===== config.mk =====
export PLATFORM = sky130hd
export DESIGN_NAME = bus_master_tx
export DESIGN_NICKNAME = d
export VERILOG_FILES = /design/src/rtl/bus_master_tx.sv
export SDC_FILE = /design/constraint.sdc
export NUM_CORES = 1
export LEC_CHECK = 0
export BUFFER_PORTS_ARGS = -buffer_cell sky130_fd_sc_hd__buf_2
export CAP_MARGIN = 10
export CORE_UTILIZATION = 50
export CTS_CLUSTER_SIZE = 30
export DETAILED_ROUTE_END_ITERATION = 8
export GPL_TIMING_DRIVEN = 0
export PLACE_DENSITY = 0.73
export SKIP_LAST_GASP = 1
export SYNTH_ARGS = -nofsm -noshare
export SYNTH_HDL_FRONTEND = slang
export SYNTH_SLANG_ARGS = --single-unit

===== constraint.sdc =====
create_clock -name clk -period 2.5 [get_ports clk]
set_input_delay 0.25 -clock clk [delete_from_list [all_inputs] [get_ports clk]]
set_output_delay 0.25 -clock clk [all_outputs]
set_load 0.02 [all_outputs]

===== src/rtl/bus_master_tx.sv =====
// Serial system-bus master port: requests the bus, serialises select/address/burst
// LSB first, then streams a back-pressured write burst or waits for read completion.
module bus_master_tx #(
   parameter int ADDR_W  = 12,
   parameter int DATA_W  = 8,
   parameter int BURST_W = 12,
   parameter int SEL_W   = 2,
   parameter int TIMEOUT = 255
) (
   input  logic               clk,
   input  logic               reset,
   input  logic               start,
   input  logic [1:0]         instruction,
   input  logic [SEL_W-1:0]   slave_select,
   input  logic [ADDR_W-1:0]  address,
   input  logic [BURST_W-1:0] burst_num,
   input  logic [DATA_W-1:0]  data,
   input  logic               data_valid,
   output logic               data_ready,
   input  logic               approval_grant,
   input  logic               busy,
   input  logic               slave_ready,
   input  logic               rx_done,
   output logic               approval_request,
   output logic               tx_slave_select,
   output logic               tx_address,
   output logic               tx_burst_number,
   output logic               tx_data,
   output logic               master_valid,
   output logic               master_ready,
   output logic               write_en,
   output logic               read_en,
   output logic               tx_done,
   output logic               cmd_busy,
   output logic               err,
   output logic [1:0]         err_code
);

   typedef enum logic [3:0] {
      S_IDLE, S_REQ, S_SEL, S_HWAIT, S_HDR, S_WDATA, S_RWAIT, S_DONE, S_ERR
   } state_t;

   localparam int HDR_W   = (ADDR_W > BURST_W) ? ADDR_W : BURST_W;
   localparam int MAX_W0  = (HDR_W > DATA_W) ? HDR_W : DATA_W;
   localparam int MAX_W   = (MAX_W0 > SEL_W) ? MAX_W0 : SEL_W;
   localparam int CNT_W   = $clog2(MAX_W) + 1;
   localparam int TMO_W   = $clog2(TIMEOUT + 2);
   localparam int TMO_LIM = (TIMEOUT > 0) ? TIMEOUT - 1 : 0;

   state_t               state_q, state_d;
   logic [CNT_W-1:0]     cnt_q, cnt_d;
   logic [TMO_W-1:0]     tmo_q, tmo_d;
   logic [BURST_W-1:0]   words_q, words_d;
   logic                 is_wr_q, is_wr_d;
   logic                 hold_q, hold_d;
   logic [SEL_W-1:0]     sel_q, sel_d;
   logic [ADDR_W-1:0]    addr_q, addr_d;
   logic [BURST_W-1:0]   burst_q, burst_d;
   logic [DATA_W-1:0]    data_q, data_d;
   logic [1:0]           code_d;
   logic                 tmo_hit, grant_lost;

   assign tmo_hit    = (TIMEOUT != 0) && (tmo_q == TMO_W'(TMO_LIM));
   assign grant_lost = !approval_grant &&
                       (state_q inside {S_SEL, S_HWAIT, S_HDR, S_WDATA, S_RWAIT});

   always_comb begin
      // NOTE: every signal written here gets a default first, so no path can infer a latch.
      state_d = state_q;
      cnt_d   = cnt_q;
      tmo_d   = tmo_q;
      words_d = words_q;
      is_wr_d = is_wr_q;
      hold_d  = hold_q;
      sel_d   = sel_q;
      addr_d  = addr_q;
      burst_d = burst_q;
      data_d  = data_q;
      code_d  = err_code;

      if (grant_lost) begin
         state_d = S_ERR;
         code_d  = 2'b10;
      end else begin
         case (state_q)
            S_IDLE: if (start && (instruction == 2'b01 || instruction == 2'b10)) begin
               state_d = S_REQ;
               is_wr_d = (instruction == 2'b01);
               sel_d   = slave_select;
               addr_d  = address;
               burst_d = burst_num;
               words_d = (burst_num == '0) ? BURST_W'(1) : burst_num;
               hold_d  = 1'b0;
               code_d  = 2'b00;
            end
            S_REQ: begin
               if (approval_grant && !busy) state_d = S_SEL;
               else if (tmo_hit) begin
                  state_d = S_ERR;
                  code_d  = 2'b01;
               end else tmo_d = tmo_q + TMO_W'(1);
            end
            S_SEL: begin
               sel_d = sel_q >> 1;
               if (cnt_q == CNT_W'(SEL_W - 1)) state_d = S_HWAIT;
               else cnt_d = cnt_q + CNT_W'(1);
            end
            S_HWAIT: begin
               if (slave_ready) state_d = S_HDR;
               else if (tmo_hit) begin
                  state_d = S_ERR;
                  code_d  = 2'b01;
               end else tmo_d = tmo_q + TMO_W'(1);
            end
            S_HDR: begin
               // Zero shifted in from the top pads whichever field is shorter.
               addr_d  = addr_q >> 1;
               burst_d = burst_q >> 1;
               if (cnt_q == CNT_W'(HDR_W - 1)) state_d = is_wr_q ? S_WDATA : S_RWAIT;
               else cnt_d = cnt_q + CNT_W'(1);
            end
            S_WDATA: begin
               if (hold_q) begin
                  data_d = data_q >> 1;
                  if (cnt_q == CNT_W'(DATA_W - 1)) begin
                     hold_d = 1'b0;
                     cnt_d  = '0;
                     if (words_q == BURST_W'(1)) state_d = S_DONE;
                     else words_d = words_q - BURST_W'(1);
                  end else cnt_d = cnt_q + CNT_W'(1);
               end else if (data_valid) begin
                  data_d = data;
                  hold_d = 1'b1;
                  cnt_d  = '0;
                  tmo_d  = '0;
               end else if (tmo_hit) begin
                  state_d = S_ERR;
                  code_d  = 2'b01;
               end else tmo_d = tmo_q + TMO_W'(1);
            end
            S_RWAIT: begin
               if (rx_done) state_d = S_DONE;
               else if (tmo_hit) begin
                  state_d = S_ERR;
                  code_d  = 2'b01;
               end else tmo_d = tmo_q + TMO_W'(1);
            end
            default: state_d = S_IDLE;
         endcase
      end

      if (state_d != state_q) begin
         cnt_d = '0;
         tmo_d = '0;
      end
   end

   // Outputs are decoded from the next-state values and registered alongside the state.
   logic in_xfer, hdr_nx, wd_nx;
   assign in_xfer = state_d inside {S_SEL, S_HWAIT, S_HDR, S_WDATA, S_RWAIT, S_DONE};
   assign hdr_nx  = (state_d == S_HDR);
   assign wd_nx   = (state_d == S_WDATA);

   always_ff @(posedge clk or posedge reset) begin
      // NOTE: sequential state uses non-blocking assignments only.
      if (reset) begin
         state_q          <= S_IDLE;
         cnt_q            <= '0;
         tmo_q            <= '0;
         words_q          <= '0;
         is_wr_q          <= 1'b0;
         hold_q           <= 1'b0;
         sel_q            <= '0;
         addr_q           <= '0;
         burst_q          <= '0;
         data_q           <= '0;
         data_ready       <= 1'b0;
         approval_request <= 1'b0;
         tx_slave_select  <= 1'b0;
         tx_address       <= 1'b0;
         tx_burst_number  <= 1'b0;
         tx_data          <= 1'b0;
         master_valid     <= 1'b0;
         master_ready     <= 1'b0;
         write_en         <= 1'b0;
         read_en          <= 1'b0;
         tx_done          <= 1'b0;
         cmd_busy         <= 1'b0;
         err              <= 1'b0;
         err_code         <= 2'b00;
      end else begin
         state_q          <= state_d;
         cnt_q            <= cnt_d;
         tmo_q            <= tmo_d;
         words_q          <= words_d;
         is_wr_q          <= is_wr_d;
         hold_q           <= hold_d;
         sel_q            <= sel_d;
         addr_q           <= addr_d;
         burst_q          <= burst_d;
         data_q           <= data_d;
         data_ready       <= wd_nx && !hold_d;
         approval_request <= state_d inside {S_REQ, S_SEL, S_HWAIT, S_HDR, S_WDATA, S_RWAIT};
         tx_slave_select  <= (state_d == S_SEL) && sel_d[0];
         tx_address       <= hdr_nx && addr_d[0];
         tx_burst_number  <= hdr_nx && burst_d[0];
         tx_data          <= wd_nx && hold_d && data_d[0];
         master_valid     <= (state_d == S_SEL) || hdr_nx || (wd_nx && hold_d);
         master_ready     <= (state_d == S_RWAIT);
         write_en         <= in_xfer && is_wr_d;
         read_en          <= in_xfer && !is_wr_d;
         tx_done          <= (state_d == S_DONE);
         cmd_busy         <= (state_d != S_IDLE);
         err              <= (state_d == S_ERR);
         err_code         <= code_d;
      end
   end

endmodule

==> summary.txt <==
Placement
  • PortBufs: 58
  • Inst Count DP: between 600 and 700
  • Placed Area: 5000 sq um
  • Post-Place Worst Slack: -0.268 ns
  • Routability cong.: 0.920
  • Dpl hpwl: a little over 8000 um

Yosys
  • Yosys top cell by area: dfrtp_1
  • Yosys warning total: 0
  • Top-count cell post-synth: dfrtp_1
  • Post-synth ARST share: 100%
  • Synth cell count leaders: dfrtp_1 (81), o21ai_0 (56), nand2_1 (47)
  • Syn_area_per_cell: 8.89 sq um
  • Syn nets: 562
  • Synth cell types: around 70
  • Syn Std Cell Area: 4540 sq um
  • Cell count after synthesis: 511
  • Top-area cell type share of the netlist area: approximately 45%
  • Yosys reg bits: just over 80
  • Seq/Total Area, Yosys: 44.6%
  • Top cells by area, synth: dfrtp_1 (45%), o21ai_0 (6.2%), a22oi_1 (5.0%), nand2_1 (3.9%), nor2_1 (3.4%)
  • Synth Flop Type: dfrtp_1
  • Post-synth EDFFs: 0

Detailed routing
  • Avg WL per Cell: approximately 16 um
  • Vias/cell: 6.02
  • Vias: approximately 4300
  • Total wire length: around 12000 um
  • DR pass1 iterations: 4
  • Post-route ant nets: 0
  • DRC viols: 0
  • Initial DRC count: 233

Status
  • Status: finished, violations left
  • Failing checks: negative setup slack

Timing
  • Final Hold Fails: 0
  • Worst slew margin: 51.6%
  • F_max: around 400 MHz
  • Worst-margin pin slew: between 0.7 and 0.8 ns
  • Final Cycle Share: 100%
  • Min Clock Period, post-route: 2.51 ns
  • Final setup viols: 4
  • Final setup skew: about 0.012 ns
  • TNS Setup: -0.0295 ns
  • Final worst slack: -0.0111 ns
  • Final Max Tran Viols: 0
  • RSZ-0062 raised after global routing: yes

Clock tree
  • H-Tree Depth: 3
  • Worst-Skew Late Latency: around 0.37 ns
  • CTS Buffer Depth: 2
  • TritonCTS clock tree: done
  • Root buffer cell: clkbuf_8
  • Clock transition at path regs: around 0.09 ns
  • Clock sinks: 81
  • CTS Buf Count: 9

Layout
  • Area grow syn2layout: 22.4%
  • Diodes inserted: 0
  • Total Nets Final: approximately 650
  • Cell Count, Final, Fillers Out: 713
  • Fraction of layout cells with a size suffix above 1: a little over a quarter
  • Final non-filler cell area: between 5000 and 6000 sq um

Die
  • Core Area: just under 9000 sq um
  • Die area: 9470 sq um
  • Ports: 59
  • Vert. Die Dim: about 97 um
  • FP Rows: 34
  • Die Width: just under 100 um
  • Initial Util: about half

Worst setup path
  • Kind of critical path: reg -> reg
  • Crit path DAT: approximately 2.8 ns
  • CP startpoint kind: flip-flop
  • CP peak stage delay: between 0.4 and 0.5 ns
  • Crit. End Element: flip-flop
  • Slowest CP cell: or4_4
  • Worst EP required: 2.75 ns
  • CP Max Fanout: 6
  • CP Cell Sequence: inv_1, ha_1, nand2_1, or4_4, and3_4, o31a_1, o211ai_4, clkbuf_16, a21oi_2

Global route
  • Vias in the first global route: roughly 4000
  • Total track usage: 25.3%
  • Largest net degree at the start of global routing: 53
  • Antenna violations before repair: 0
  • First-pass GRT wire length: approximately 20000 um
  • Total global routing overflow: 0

Pwr
  • Peak supply drop: about 640 uV
  • P_leak: 0.00243 uW
  • P per Cell Area: a little under 1000 nW/um^2

Min path
  • Hold Crit Class: in -> reg

Flow run
  • Max-Cap Viols: 0
-- layout by cell type, fill, tap and decap left out, types with 4 or more instances in the layout --
| master | n |
|---|---|
| a21oi_1 | 26 |
| a21oi_2 | 10 |
| a22oi_1 | 30 |
| a31oi_1 | 7 |
| and3_1 | 8 |
| buf_2 | 66 |
| buf_4 | 17 |
| clkbuf_1 | 12 |
| clkbuf_2 | 8 |
| clkbuf_8 | 9 |
| dfrtp_1 | 79 |
| ha_1 | 6 |
| inv_1 | 15 |
| inv_6 | 4 |
| nand2_1 | 47 |
| nand2b_1 | 4 |
| nand3_1 | 10 |
| nand4_1 | 5 |
| nand4b_1 | 4 |
| nor2_1 | 41 |
| nor2b_1 | 8 |
| nor3_1 | 16 |
| nor4_1 | 6 |
| o21ai_0 | 56 |
| o21ai_1 | 6 |
| or3_1 | 8 |
| or4_1 | 5 |
-- where the power goes --
| group | switching, uW | leakage [uW] | internal, uW |
|---|---|---|---|
| Combinational | 1450 | 0.00125 | 1030 |
| Sequential | 249 | 0.00107 | 1690 |
| Clock | 529 | 0.000105 | 473 |
| Total | 2230 | 0.00243 | 3200 |
-- area by class of cell --
type | count | area (sq um)
tap | 108 | 135
multi-input combinational | 379 | 2470
fill | 734 | 3200
clock inverter | 7 | 75.1
clock buffer | 9 | 124
inverter | 17 | 66.3
buffer | 34 | 174
timing repair buffer | 78 | 484
sequential | 81 | 2030
-- per-layer routing --
layer  vias to the layer above  wire, um  track usage [%]
met1                      2074      5280             34.7
met2                       143      5600             40.6
met3                        14       646             4.39
met5                         -         0                0
met4                         0       180             8.82
li1                       2062         -                -
-- metrics by stage --
step	total power (uW)	hold slack, ns	utilization [%]
3_3_place_gp	3930	0.463	56.7
6_report	5430	0.0995	63.4
3_5_place_dp	4000	0.275	57.0
2_1_floorplan	3430	0.379	-
5_1_grt	5780	0.101	63.4
4_1_cts	5120	0.0891	60.3
-- critical path: cells and delay by family, from the launching register on --
family	cells	cell delay [ns]
AO/OA/AOI/OAI	3	0.67
buffers and inverters	2	0.30
AND/OR/NAND/NOR	3	0.84
adder cells (fa/ha/maj)	1	0.14
flip-flops	1	0.44
-- what timing repair did --
action                                 CTS  global route
endpoints found under the hold margin   29             0
setup endpoints to repair               22            49
hold buffers                             1             0
gates resized for setup                 11            42
gates cloned                             0             1
buffers inserted                         2            15
pin swaps                                1            10
-- sequential cells by signal, indices dropped and copies added, names as in the netlist, 2 cells and up --
name and cells:
addr_q 12, burst_q 12, cnt_q 5, data_q 8, err_code 2, sel_q 2
state_q 4, tmo_q 9, words_q 12
-- kinds of logic after synthesis --
| logic type | Yosys count | synth area share (%) |
|---|---|---|
| AND/OR/NAND/NOR | 200 | 23.9 |
| AO/OA/AOI/OAI | 168 | 23.8 |
| flip-flops | 81 | 44.6 |
| buffers and inverters | 51 | 4.88 |
| adder cells (fa/ha/maj) | 7 | 1.93 |
| multiplexers | 3 | 0.716 |
| XOR/XNOR | 1 | 0.193 |
-- path summary, 6_finish.rpt --
| kind | startpoint | to | slack [ns] | cells after the start |
|---|---|---|---|---|
| worst max-delay path | tmo_q[0] | cnt_q[4] | -0.01 | 9 |
| worst min-delay path | slave_select[1] | sel_q[1] | 0.1 | 2 |
| worst max register to register | tmo_q[0] | cnt_q[4] | -0.01 | 9 |
| worst min register to register | addr_q[6] | addr_q[6] | 0.49 | 2 |
| max in group asynchronous | reset | tmo_q[5] | 1.48 | 4 |
| min in group asynchronous | reset | addr_q[7] | 0.41 | 3 |
(Power assumes the default switching activity.)
